[src/rtl/huffman_decode.sv]
// huffman_decode
//   Table-driven canonical-style Huffman bitstream decoder.
//   Up to 8 code-table entries {sym, len, code} are loaded while IDLE.
//   In DECODE, bits are shifted MSB-first into a 7-bit accumulator. After
//   each bit, the accumulated prefix is compared against every loaded entry
//   of matching length. The lowest-index match emits its symbol one clock
//   after the final code bit. Seven bits without a match park the block
//   in ERR until dec_stop is asserted.
//
// Ports
//   clk        rising-edge clock
//   rst        asynchronous reset, active-low
//   load_en    write {sym_in, len_in, code_in} at index tbl_cnt (IDLE only)
//   sym_in     symbol of the entry being loaded
//   len_in     code length 0..7 (0 = unused entry)
//   code_in    codeword, low len bits significant, MSB-first
//   tbl_clr    empty the table (IDLE only, wins over load_en)
//   dec_start  IDLE -> DECODE when the table is non-empty
//   dec_stop   DECODE/ERR -> IDLE, partial code discarded
//   bit_valid  bitstream bit present this cycle
//   bit_in     bitstream bit
//   sym_out    last decoded symbol (held between pulses)
//   sym_valid  one-cycle pulse when sym_out updates
//   err        high while in ERR
//   busy       high in DECODE or ERR
//   tbl_cnt    number of loaded entries 0..8
//   sym_count  symbols decoded since the last entry into DECODE
module huffman_decode (
    input  logic       clk,
    input  logic       rst,
    input  logic       load_en,
    input  logic [7:0] sym_in,
    input  logic [2:0] len_in,
    input  logic [7:0] code_in,
    input  logic       tbl_clr,
    input  logic       dec_start,
    input  logic       dec_stop,
    input  logic       bit_valid,
    input  logic       bit_in,
    output logic [7:0] sym_out,
    output logic       sym_valid,
    output logic       err,
    output logic       busy,
    output logic [3:0] tbl_cnt,
    output logic [7:0] sym_count
);

    typedef enum logic [1:0] {
        ST_IDLE   = 2'd0,
        ST_DECODE = 2'd1,
        ST_ERR    = 2'd2
    } state_t;

    state_t     state_q, state_d;

    logic [7:0] tbl_sym_q  [8];
    logic [7:0] tbl_sym_d  [8];
    logic [2:0] tbl_len_q  [8];
    logic [2:0] tbl_len_d  [8];
    logic [7:0] tbl_code_q [8];
    logic [7:0] tbl_code_d [8];
    logic [3:0] tbl_cnt_q, tbl_cnt_d;

    logic [6:0] acc_q, acc_d;
    logic [2:0] n_q, n_d;
    logic [7:0] sym_out_q, sym_out_d;
    logic       sym_valid_q, sym_valid_d;
    logic [7:0] sym_count_q, sym_count_d;

    // Accumulator and count as they would be after taking this cycle's bit.
    logic [6:0] acc_nxt;
    logic [2:0] n_nxt;
    logic       hit;
    logic [7:0] hit_sym;

    assign acc_nxt = {acc_q[5:0], bit_in};
    assign n_nxt   = n_q + 3'd1;

    // Priority match: the first eligible entry in index order wins, which
    // resolves tables that are not prefix-free.
    always_comb begin
        hit     = 1'b0;
        hit_sym = '0;
        for (int unsigned i = 0; i < 8; i++) begin
            if (!hit && (i[3:0] < tbl_cnt_q) &&
                (tbl_len_q[i[2:0]] != 3'd0) &&
                (tbl_len_q[i[2:0]] == n_nxt) &&
                (((tbl_code_q[i[2:0]] ^ {1'b0, acc_nxt}) &
                  ~(8'hFF << tbl_len_q[i[2:0]])) == 8'h00)) begin
                hit     = 1'b1;
                hit_sym = tbl_sym_q[i[2:0]];
            end
        end
    end

    always_comb begin
        state_d     = state_q;
        tbl_sym_d   = tbl_sym_q;
        tbl_len_d   = tbl_len_q;
        tbl_code_d  = tbl_code_q;
        tbl_cnt_d   = tbl_cnt_q;
        acc_d       = acc_q;
        n_d         = n_q;
        sym_out_d   = sym_out_q;
        sym_valid_d = 1'b0;
        sym_count_d = sym_count_q;

        unique case (state_q)
            ST_IDLE: begin
                if (tbl_clr) begin
                    tbl_cnt_d = '0;
                end else if (load_en && (tbl_cnt_q != 4'd8)) begin
                    tbl_sym_d[tbl_cnt_q[2:0]]  = sym_in;
                    tbl_len_d[tbl_cnt_q[2:0]]  = len_in;
                    tbl_code_d[tbl_cnt_q[2:0]] = code_in;
                    tbl_cnt_d                  = tbl_cnt_q + 4'd1;
                end
                // Start qualifies on the post-write count so a same-cycle
                // load lands before decoding begins.
                if (dec_start && (tbl_cnt_d != 4'd0)) begin
                    state_d     = ST_DECODE;
                    sym_count_d = '0;
                    acc_d       = '0;
                    n_d         = '0;
                end
            end

            ST_DECODE: begin
                if (dec_stop) begin
                    state_d = ST_IDLE;
                    acc_d   = '0;
                    n_d     = '0;
                end else if (bit_valid) begin
                    if (hit) begin
                        sym_out_d   = hit_sym;
                        sym_valid_d = 1'b1;
                        sym_count_d = sym_count_q + 8'd1;
                        acc_d       = '0;
                        n_d         = '0;
                    end else if (n_nxt == 3'd7) begin
                        state_d = ST_ERR;
                        acc_d   = '0;
                        n_d     = '0;
                    end else begin
                        acc_d = acc_nxt;
                        n_d   = n_nxt;
                    end
                end
            end

            ST_ERR: begin
                if (dec_stop) begin
                    state_d = ST_IDLE;
                end
            end

            default: begin
                state_d = ST_IDLE;
            end
        endcase
    end

    always_ff @(posedge clk or negedge rst) begin
        if (!rst) begin
            state_q     <= ST_IDLE;
            for (int unsigned i = 0; i < 8; i++) begin
                tbl_sym_q[i]  <= '0;
                tbl_len_q[i]  <= '0;
                tbl_code_q[i] <= '0;
            end
            tbl_cnt_q   <= '0;
            acc_q       <= '0;
            n_q         <= '0;
            sym_out_q   <= '0;
            sym_valid_q <= 1'b0;
            sym_count_q <= '0;
        end else begin
            state_q     <= state_d;
            tbl_sym_q   <= tbl_sym_d;
            tbl_len_q   <= tbl_len_d;
            tbl_code_q  <= tbl_code_d;
            tbl_cnt_q   <= tbl_cnt_d;
            acc_q       <= acc_d;
            n_q         <= n_d;
            sym_out_q   <= sym_out_d;
            sym_valid_q <= sym_valid_d;
            sym_count_q <= sym_count_d;
        end
    end

    assign sym_out   = sym_out_q;
    assign sym_valid = sym_valid_q;
    assign sym_count = sym_count_q;
    assign tbl_cnt   = tbl_cnt_q;
    assign err       = (state_q == ST_ERR);
    assign busy      = (state_q != ST_IDLE);

endmodule

[config.mk]
export PLATFORM = sky130hd
export DESIGN_NAME = huffman_decode
export DESIGN_NICKNAME = d
export VERILOG_FILES = /design/src/rtl/huffman_decode.sv
export SDC_FILE = /design/constraint.sdc
export NUM_CORES = 1
export LEC_CHECK = 0
export ABC_AREA = 1
export ABC_CLOCK_PERIOD_IN_PS = 3900
export BUFFER_PORTS_ARGS = -buffer_cell sky130_fd_sc_hd__buf_4
export CORE_UTILIZATION = 51
export CTS_CLUSTER_SIZE = 40
export DETAILED_ROUTE_END_ITERATION = 10
export PLACE_DENSITY = 0.68
export SKIP_CTS_REPAIR_TIMING = 1
export SYNTH_ARGS = -nofsm -noshare
export SYNTH_HDL_FRONTEND = slang
export SYNTH_SLANG_ARGS = --single-unit
[constraint.sdc]
create_clock -name clk -period 3.9 [get_ports clk]
set_clock_uncertainty 0.1 [all_clocks]
set_input_delay 0.39 -clock clk [delete_from_list [all_inputs] [get_ports clk]]
set_output_delay 0.39 -clock clk [all_outputs]
set_load 0.005 [all_outputs]
# Word-level counts from Yosys, hierarchy flattened

Cells that the tools add are included.

Flip-flop bits (word level): 184
Input bits: 27
Output and inout port bits: 23

Bitwise logic cells: 27
Multiplexer cells: 54
Eq/ne operators: 20
Shift-type cells: 8
Magnitude comparators: 10
Add/sub/neg operators: 3
Reduce and logical (&&, ||, !) cells: 66

Operators with widths:

| operator            | number |
|---|---|
| $bwmux 64           | 2 |
| $mux 8              | 13 |
| $and 8x8->8         | 8 |
| $logic_not 8->1     | 8 |
| $not 8->8           | 8 |
| $shl 8x3->8 const A | 8 |
| $xor 8x7->8         | 8 |
| $logic_and 1x1->1   | 34 |
| $mux 6              | 5 |
| $bwmux 24           | 1 |
| $demux 8 s3         | 1 |
| $eq 3x3->1          | 8 |
| $reduce_bool 3->1   | 8 |
| $mux 3              | 6 |
| $lt 3x4->1 const A  | 4 |
| $pmux 8 s2          | 1 |
| $mux 1              | 12 |
| $mux 2              | 6 |
| $mux 4              | 3 |
| $pmux 6 s2          | 1 |
| $ne 2x2->1 const B  | 5 |
| $reduce_and 5->1    | 2 |
| $demux 3 s3         | 1 |
| $ne 3x3->1 const B  | 3 |
| 21 further kinds    | 32 |

# Logic depth before layout (Yosys ltp)

Gate-level depths: netlist of the first run.

Depth after elaboration: 52
Gate-level depth with buffers: 19

# Worst setup path after synthesis of the first run

Ideal clock, no wire load.

Path type: register -> register
Start: register n_q[0]
End: register sym_out_q[3], in the netlist sym_out[3]
Slack: 1.465 ns
Library setup time: 0.117 ns
Cell stages (with the launch flop): 18
Arrival: 2.218 ns
Required time: 3.683 ns
Path through: dfrtp_1 > inv_1 > ha_1 > buf_4 > inv_2 > nand2_1 > nand2_1 > nand2_1 > nor2_1 > nand4_1 > nor2_4 > inv_2 > nand4_2 > nor2_4 > nor2_1 > nand2_1 > nor2_1 > nor2_1

Longest elaborated chain between the ends: 48
Elaborated cells between the ends (all ways): 63
Those cells by class: add/sub (1); eq/ne (8); mux (16); reduce/logical (38)

RTL lines:

| item                              | line | RTL |
|---|---|---|
| start, declared                   | 65   | `logic [2:0] n_q, n_d;` |
| start signal, assigned            | 184  | `n_q <= n_d;` |
| $add 3x1->3 *                     | 77   | `assign n_nxt = n_q + 3'd1;` |
| $eq 3x3->1                        | 87   | `(tbl_len_q[i[2:0]] == n_nxt) &&` |
| $logic_and 1x1->1                 | 86   | `(tbl_len_q[i[2:0]] != 3'd0) &&` |
| $logic_and 1x1->1                 | 87   |  |
| $mux 1                            | 85   | `if (!hit && (i[3:0] < tbl_cnt_q) &&` |
| $logic_not 1->1                   | 85   |  |
| $logic_and 1x1->1 (2 in a row)    | 85   |  |
| $logic_and 1x1->1                 | 86   |  |
| [... 30 more ...]                 | --   |  |
| $logic_and 1x1->1                 | 87   |  |
| $mux 1                            | 85   |  |
| $logic_not 1->1                   | 85   |  |
| $logic_and 1x1->1 (2 in a row)    | 85   |  |
| $logic_and 1x1->1                 | 86   |  |
| $logic_and 1x1->1                 | 87   |  |
| $mux 1                            | 85   |  |
| $reduce_and 4->1 (no source line) | --   |  |
| end signal, assigned              | 185  | `sym_out_q <= sym_out_d;` |
| end, declared                     | 66   | `logic [7:0] sym_out_q, sym_out_d;` |

Mark *: on every way between the ends. The rest lies on a longest branch, timed or not.
A chain may end at the register's enable or synchronous reset.

# Worst setup path in the final report of the first run

Start: register n_q[0]
End: register sym_out_q[0], in the netlist sym_out[0]

The elaborated chain is that of the path after synthesis.

==> impl_metrics.tcl, run 1 <==
set metrics [dict create \
    area_growth_pct 11.6 \
    tns_ns 0 \
    path_class "reg -> reg" \
    netlist_area_um2 9280 \
    yosysWarnings 0 \
    grt_max_degree 98 \
    clock_path_buffers 2 \
    status "complete, but fails checks" \
    rrSetupSlack_ns 0.70 \
    ys_types 37 \
    grt_util_met2_pct 43.3 \
    setup_viol 0 \
    synth_top_flop_cell "dfrtp_1" \
    grt_pass1_vias 7357 \
    syn-num-nets 1262 \
    crit_slowest_cell "dfrtp_1" \
    critPathRequiredTime_ns 4.18 \
    fmax_ghz 0.312 \
    slew_headroom_pct 24.7 \
    grt_antenna_before_repair 0 \
    syn_area_per_cell_um2 7.54 \
    async_reset_ff_share_pct 100 \
    insertion_delay_ns 0.43 \
    path_clk_slew_ns 0.07 \
    reg2reg_depth 17 \
    grtUsageMet1_pct 34.8 \
    rsz0062_at_grt "no" \
    synth_edf_count 0 \
    r2r_end "sym_out[0]$_DFFE_PN0P_" \
    tightest_slew_ns 1.13 \
    viasPerCell 5.22 \
    timing.rr.start "n_q[0]$_DFFE_PN0P_" \
    fin_crit_sh_pct 82.1 \
    leakage_nw 5.13 \
    maxSlewViolCount 0 \
    cp-end-kind "flop" \
    htreeDepth 4 \
    hp-class "in -> async" \
    drc 0 \
    start_util_pct 52.9 \
    period_needed_ns 3.20 \
    avgRoutedWirePerCell_um 15.1 \
    worstPathArrival_ns 3.48 \
    cts_made_buffers 17 \
    port_buffers 48 \
    drt_iter0_markers 667 \
    ios 50 \
    dr.pass1.iters 5 \
    ys_ff_latch 176 \
    die_y_um 137 \
    synth_area_leaders "dfrtp_1 (47%), nand2_1 (16%), o21ai_0 (9.3%), nor2_1 (4.7%), inv_1 (4.5%)" \
    critPathMaxFanout 13 \
    path_common_cell "nand2_1" \
    nets 1302 \
    cap_violations 0 \
    synth.yosys.seq_area_share_pct 47.5 \
    yosysTopAreaCell "dfrtp_1" \
    peakVddDrop_mv 0.431 \
    std_cell_rows 48 \
    diodes 0 \
    root_buffer "clkbuf_16" \
    netlist_instances 1230 \
    worstPathCellList "ha_1, inv_1, nand2_1, nand2_2, nand2_1, nand2_1, nor2_1, nand2_1, nor2_1, nand3_1, o21ai_0, a21oi_1, nand3_1, nor2_1, nand2_1, nand2_1, nand2_1" \
    dieArea_um2 18700 \
    wl_um 22700 \
    drive_gt1_share_pct 10.5 \
    cts.sinks 176 \
    use_met3_pct 4.52 \
    cts_tree "done" \
    violations "negative hold slack" \
    synth_common_cells "nand2_1 (407), dfrtp_1 (176), o21ai_0 (173)" \
    start_kind "flop" \
    chipWidth_um 137 \
    core-area_um2 17500 \
    finish.utilization_pct 59.0 \
    grt_pass1_wl_um 37500 \
    powerDensity_nw_per_um2 608 \
    grt_busiest_layer "met2" \
    whs_ns -0.0622 \
    gp_congestion 0.883 \
    synth_top_area_share_pct 47.5 \
    via_count 7872 \
    critical-path-max-stage-delay_ns 0.62 \
    post-synth-top-count-cell "nand2_1" \
    grt_util_all_layers_pct 26.2 \
    hold_viol 42 \
    drtAntennaViolNets 0 \
    place_hpwl_um 15900 \
    grt-ovfl-total 0 \
]
[metal layers]
layer	vias up	share of wire [%]
met3	35	5.0
li1	3987	-
met4	0	2.0
met5	-	0
met2	204	47
met1	3646	46
[power by group]
part | switching (W) | total, W | internal, W
Sequential | 0.000473 | 0.00283 | 0.00236
Combinational | 0.00117 | 0.00186 | 0.000693
Clock | 0.000762 | 0.00160 | 0.000841
[final cells by class]
type                       instances  area (um2)
tap                              225         282
fill                            1649        7180
clock buffer                      18         439
inverter                         123         462
multi-input combinational        891        4200
timing repair buffer              61         462
sequential                       176        4400
clock inverter                    13         105
[cell families (layout without fill, tap and decap cells)]
group | count (synthesis) | in the layout | share of synthesized area [%]
buffers and inverters | 163 | 215 | 7.23
AO/OA/AOI/OAI | 211 | 211 | 11.6
adder cells (fa/ha/maj) | 5 | 5 | 0.674
AND/OR/NAND/NOR | 643 | 643 | 30.0
flip-flops | 176 | 176 | 47.5
XOR/XNOR | 32 | 32 | 3.02
[through the flow]
step	cells	area, um2	hold slack (ns)	total power (W)	setup slack, ns
6_report	1507	10400	-0.0622	0.00629	0.700
3_3_place_gp	1476	9810	0.366	0.00463	0.825
2_1_floorplan	1230	9280	-0.00559	0.00413	1.47
3_5_place_dp	1476	9810	0.371	0.00470	0.796
5_1_grt	1507	10400	0.0318	0.00677	0.452
4_1_cts	1507	10400	-0.0173	0.00631	0.772
[registers in the layout (all words and copies together), names as in the netlist]
signal,cells
state_q,2
acc_q,6
tbl_code_q,56
sym_valid,1
tbl_sym_q,64
tbl_cnt,4
sym_out,8
n_q,3
sym_count,8
tbl_len_q,24
[worst max-delay path by stage]
| stage | end | start | cells past startpoint | slack [ns] |
|---|---|---|---|---|
| 2_1_floorplan | sym_out[3]$_DFFE_PN0P_ | n_q[0]$_DFFE_PN0P_ | 17 | 1.47 |
| 3_3_place_gp | sym_out[2]$_DFFE_PN0P_ | n_q[0]$_DFFE_PN0P_ | 18 | 0.82 |
| 3_5_place_dp | sym_out[7]$_DFFE_PN0P_ | n_q[0]$_DFFE_PN0P_ | 17 | 0.80 |
| 4_1_cts | sym_out[7]$_DFFE_PN0P_ | n_q[0]$_DFFE_PN0P_ | 17 | 0.77 |
| 5_1_grt | sym_out[7]$_DFFE_PN0P_ | n_q[0]$_DFFE_PN0P_ | 17 | 0.45 |
| 6_report | sym_out[0]$_DFFE_PN0P_ | n_q[0]$_DFFE_PN0P_ | 17 | 0.70 |
[critical path, delay by kind of cell (launching register included)]
family	cells	cell delay (ns)
flops	1	0.62
buf+inv	1	0.08
compound gates	2	0.23
simple gates	13	1.81
fa+ha+maj	1	0.31
[layout by cell type, fill, tap and decap left out, types with 2 or more instances in the layout]
cell,instances
inv_2,9
nor3_1,6
or2_2,3
nand3_1,65
a21oi_1,19
nand4_4,2
buf_4,60
nor2_1,117
clkinv_1,2
nor3b_1,4
nand3_2,6
inv_1,112
clkinv_4,3
o22ai_1,2
clkinvlp_4,3
o21ai_1,12
nor2_4,5
clkbuf_16,17
xnor2_1,15
xor2_1,17
o21ai_0,173
nand4_2,3
o211ai_1,2
inv_6,4
dfrtp_1,176
nand3_4,3
ha_1,5
nor3_4,2
nand3b_1,2
nand2_2,4
nand4_1,9
clkinv_2,2
nand2_1,407
nor2_2,3
No activity file was read; power rests on OpenSTA's default activity.
==> inputs of run 2 (changes only) <==
--- a/config.mk
+++ b/config.mk
@@ -6,12 +6,12 @@
 export NUM_CORES = 1
 export LEC_CHECK = 0
 export ABC_AREA = 1
-export ABC_CLOCK_PERIOD_IN_PS = 3900
+export ABC_CLOCK_PERIOD_IN_PS = 2600
 export BUFFER_PORTS_ARGS = -buffer_cell sky130_fd_sc_hd__buf_4
 export CORE_UTILIZATION = 51
 export CTS_CLUSTER_SIZE = 40
 export DETAILED_ROUTE_END_ITERATION = 10
-export PLACE_DENSITY = 0.68
+export PLACE_DENSITY = 0.71
 export SKIP_CTS_REPAIR_TIMING = 1
 export SYNTH_ARGS = -nofsm -noshare
 export SYNTH_HDL_FRONTEND = slang
==> constraint.sdc (replaced) <==
create_clock -name clk -period 2.6 [get_ports clk]
set_clock_uncertainty 0.1 [all_clocks]
set_input_delay 0.26 -clock clk [delete_from_list [all_inputs] [get_ports clk]]
set_output_delay 0.26 -clock clk [all_outputs]
set_load 0.005 [all_outputs]
==> impl_metrics.tcl, run 2 (synthesized netlist as in run 1, its figures left out) <==
set metrics [dict create \
    status "complete, but fails checks" \
    violations "negative setup slack" \
    reg2reg_depth 18 \
    largest-register "tbl_sym_q" \
    path_clk_slew_ns 0.07 \
    cts_tree "done" \
    hold_depth 4 \
    grt_util_all_layers_pct 26.3 \
    grt_pass1_vias 7526 \
    rsz0062_at_grt "yes" \
    leakage_nw 5.46 \
    final_common_cell "nand2_1" \
    holdCritStartpoint "dec_stop" \
    area_growth_pct 19.0 \
    hold_viol 0 \
    p_switching_w 0.00374 \
    start_kind "flop" \
    r2r_end "sym_out[7]$_DFFE_PN0P_" \
    p_int_w 0.00635 \
    layout_common_cells "nand2_1 (400), dfrtp_1 (175), o21ai_0 (163), inv_1 (111), nor2_1 (105)" \
    nets 1348 \
    timing.final.ws_setup_ns -0.0454 \
    largest_register_ff_count 64 \
    clock_path_buffers 2 \
    worstPathArrival_ns 2.92 \
    setup_viol 12 \
    place_hpwl_um 16300 \
    htreeDepth 4 \
    ios 50 \
    cts_made_buffers 17 \
    avgRoutedWirePerCell_um 15.2 \
    grt_antenna_before_repair 0 \
    dieArea_um2 18700 \
    root_buffer "clkbuf_16" \
    grt_pass1_wl_um 37800 \
    cap_violations 0 \
    grt-ovfl-total 0 \
    fin_area_um2 11000 \
    fin_crit_sh_pct 102 \
    fmax_ghz 0.378 \
    clockPowerShare_pct 26.1 \
    tightest_slew_ns 0.488 \
    drtAntennaViolNets 0 \
    peakVddDrop_mv 0.592 \
    seqPwrFrac_pct 41.9 \
    drc 0 \
    slew_headroom_pct 67.5 \
    period_needed_ns 2.65 \
    start_util_pct 52.9 \
    via_count 8169 \
    wl_um 23600 \
    std_cell_rows 48 \
    insertion_delay_ns 0.44 \
    viasPerCell 5.26 \
    critPathRequiredTime_ns 2.87 \
    use_met3_pct 4.67 \
    grtUsageMet1_pct 34.0 \
    port_buffers 48 \
    switching_share_pct 37.0 \
    cts.sinks 176 \
    grt_busiest_layer "met2" \
    maxSlewViolCount 0 \
    combPwrFrac_pct 32.0 \
    timing.rr.start "n_q[0]$_DFFE_PN0P_" \
    dr.pass1.iters 7 \
    die_y_um 137 \
    rrSetupSlack_ns -0.05 \
    gp_congestion 0.936 \
    powerDensity_nw_per_um2 914 \
    whs_endpoint "state_q[1]$_DFFE_PN0P_" \
    diodes 0 \
    largestRegisters "tbl_sym_q: 64 flops, tbl_code_q: 56 flops, tbl_len_q: 24 flops" \
    core-area_um2 17500 \
    grt_max_degree 50 \
    drt_iter0_markers 625 \
    chipWidth_um 137 \
    critPathMaxFanout 7 \
    power.total_w 0.0101 \
    grt_util_met2_pct 44.6 \
    path_class "reg -> reg" \
    hp-class "in -> reg" \
    cp-end-kind "flop" \
    whs_ns 0.00810 \
    drive_gt1_share_pct 16.4 \
    postPlaceCellArea_um2 10100 \
]
[run 2: changes by cell type in the layout (fill, tap and decap cells not counted), moves of 5 or more]
cell,before,now
nor2_2,3,13
nand2_1,407,400
a21oi_1,19,14
buf_4,60,96
o21ai_0,173,163
a21oi_2,1,6
buf_6,1,6
nand3_1,65,56
o21ai_1,12,21
nor2_1,117,105
nand3_2,6,15
[run 2: worst max path at each step]
| stage | from | to | slack [ns] | depth (start not counted) |
|---|---|---|---|---|
| after global placement | n_q[0]$_DFFE_PN0P_ | sym_out[6]$_DFFE_PN0P_ | -0.05 | 16 |
| after global routing | n_q[0]$_DFFE_PN0P_ | sym_count[2]$_DFFE_PN0P_ | -0.16 | 16 |
| after CTS | n_q[0]$_DFFE_PN0P_ | sym_out[7]$_DFFE_PN0P_ | -0.11 | 16 |
| final | n_q[0]$_DFFE_PN0P_ | sym_out[7]$_DFFE_PN0P_ | -0.05 | 18 |
| after floorplan | n_q[0]$_DFFE_PN0P_ | sym_out[3]$_DFFE_PN0P_ | 0.17 | 17 |
| after detailed placement | n_q[0]$_DFFE_PN0P_ | sym_out[7]$_DFFE_PN0P_ | -0.09 | 16 |
[run 2: critical path, cell delays in order, from the launching register on]
cell and delay (ns):
dfrtp_1 0.43, inv_2 0.07, ha_4 0.34, inv_4 0.06, nand2_1 0.06, nand2_1 0.06, nor2_1 0.10, nand2_1 0.05
nor2_1 0.13, nand3_2 0.15, buf_4 0.18, buf_4 0.14, nor2_4 0.24, a21oi_1 0.16, nand3_1 0.10, nor2_1 0.05
nand2_1 0.05, nand2_1 0.06, nand2_1 0.07
[run 2: layout make-up]
class                   count  area, um2
inverters                 123        464
well taps                 225        282
clock buffers              22        484
fillers                  1546       6500
repair buffers            106        858
multi-input cells         892       4420
flip-flops and latches    176       4410
clock inverters            10        125
[run 2: stage by stage]
step	TNS (ns)	worst slack (ns)	instances	util (%)
finish	-0.205	-0.0454	1554	62.9
global route	-2.45	-0.164	1554	62.9
CTS	-1.09	-0.113	1546	61.3
detailed placement	-0.476	-0.0852	1514	57.8
global placement	-0.141	-0.0460	1514	57.8
floorplan	0	0.165	1230	-
[run 2: power by group through the flow]
stage          Combinational, W  Clock (W)  Sequential, W
2_1_floorplan           0.00213          0        0.00406
5_1_grt                 0.00367    0.00277        0.00434
3_5_place_dp            0.00298          0        0.00422
3_3_place_gp            0.00289          0        0.00420
4_1_cts                 0.00301    0.00267        0.00418
6_report                0.00322    0.00263        0.00423
[run 2: per-layer routing]
metal | wire, um | vias to the layer above
li1 | - | 4098
met1 | 10600 | 3839
met2 | 11600 | 185
met3 | 897 | 47
met4 | 530 | 0
met5 | 0 | -
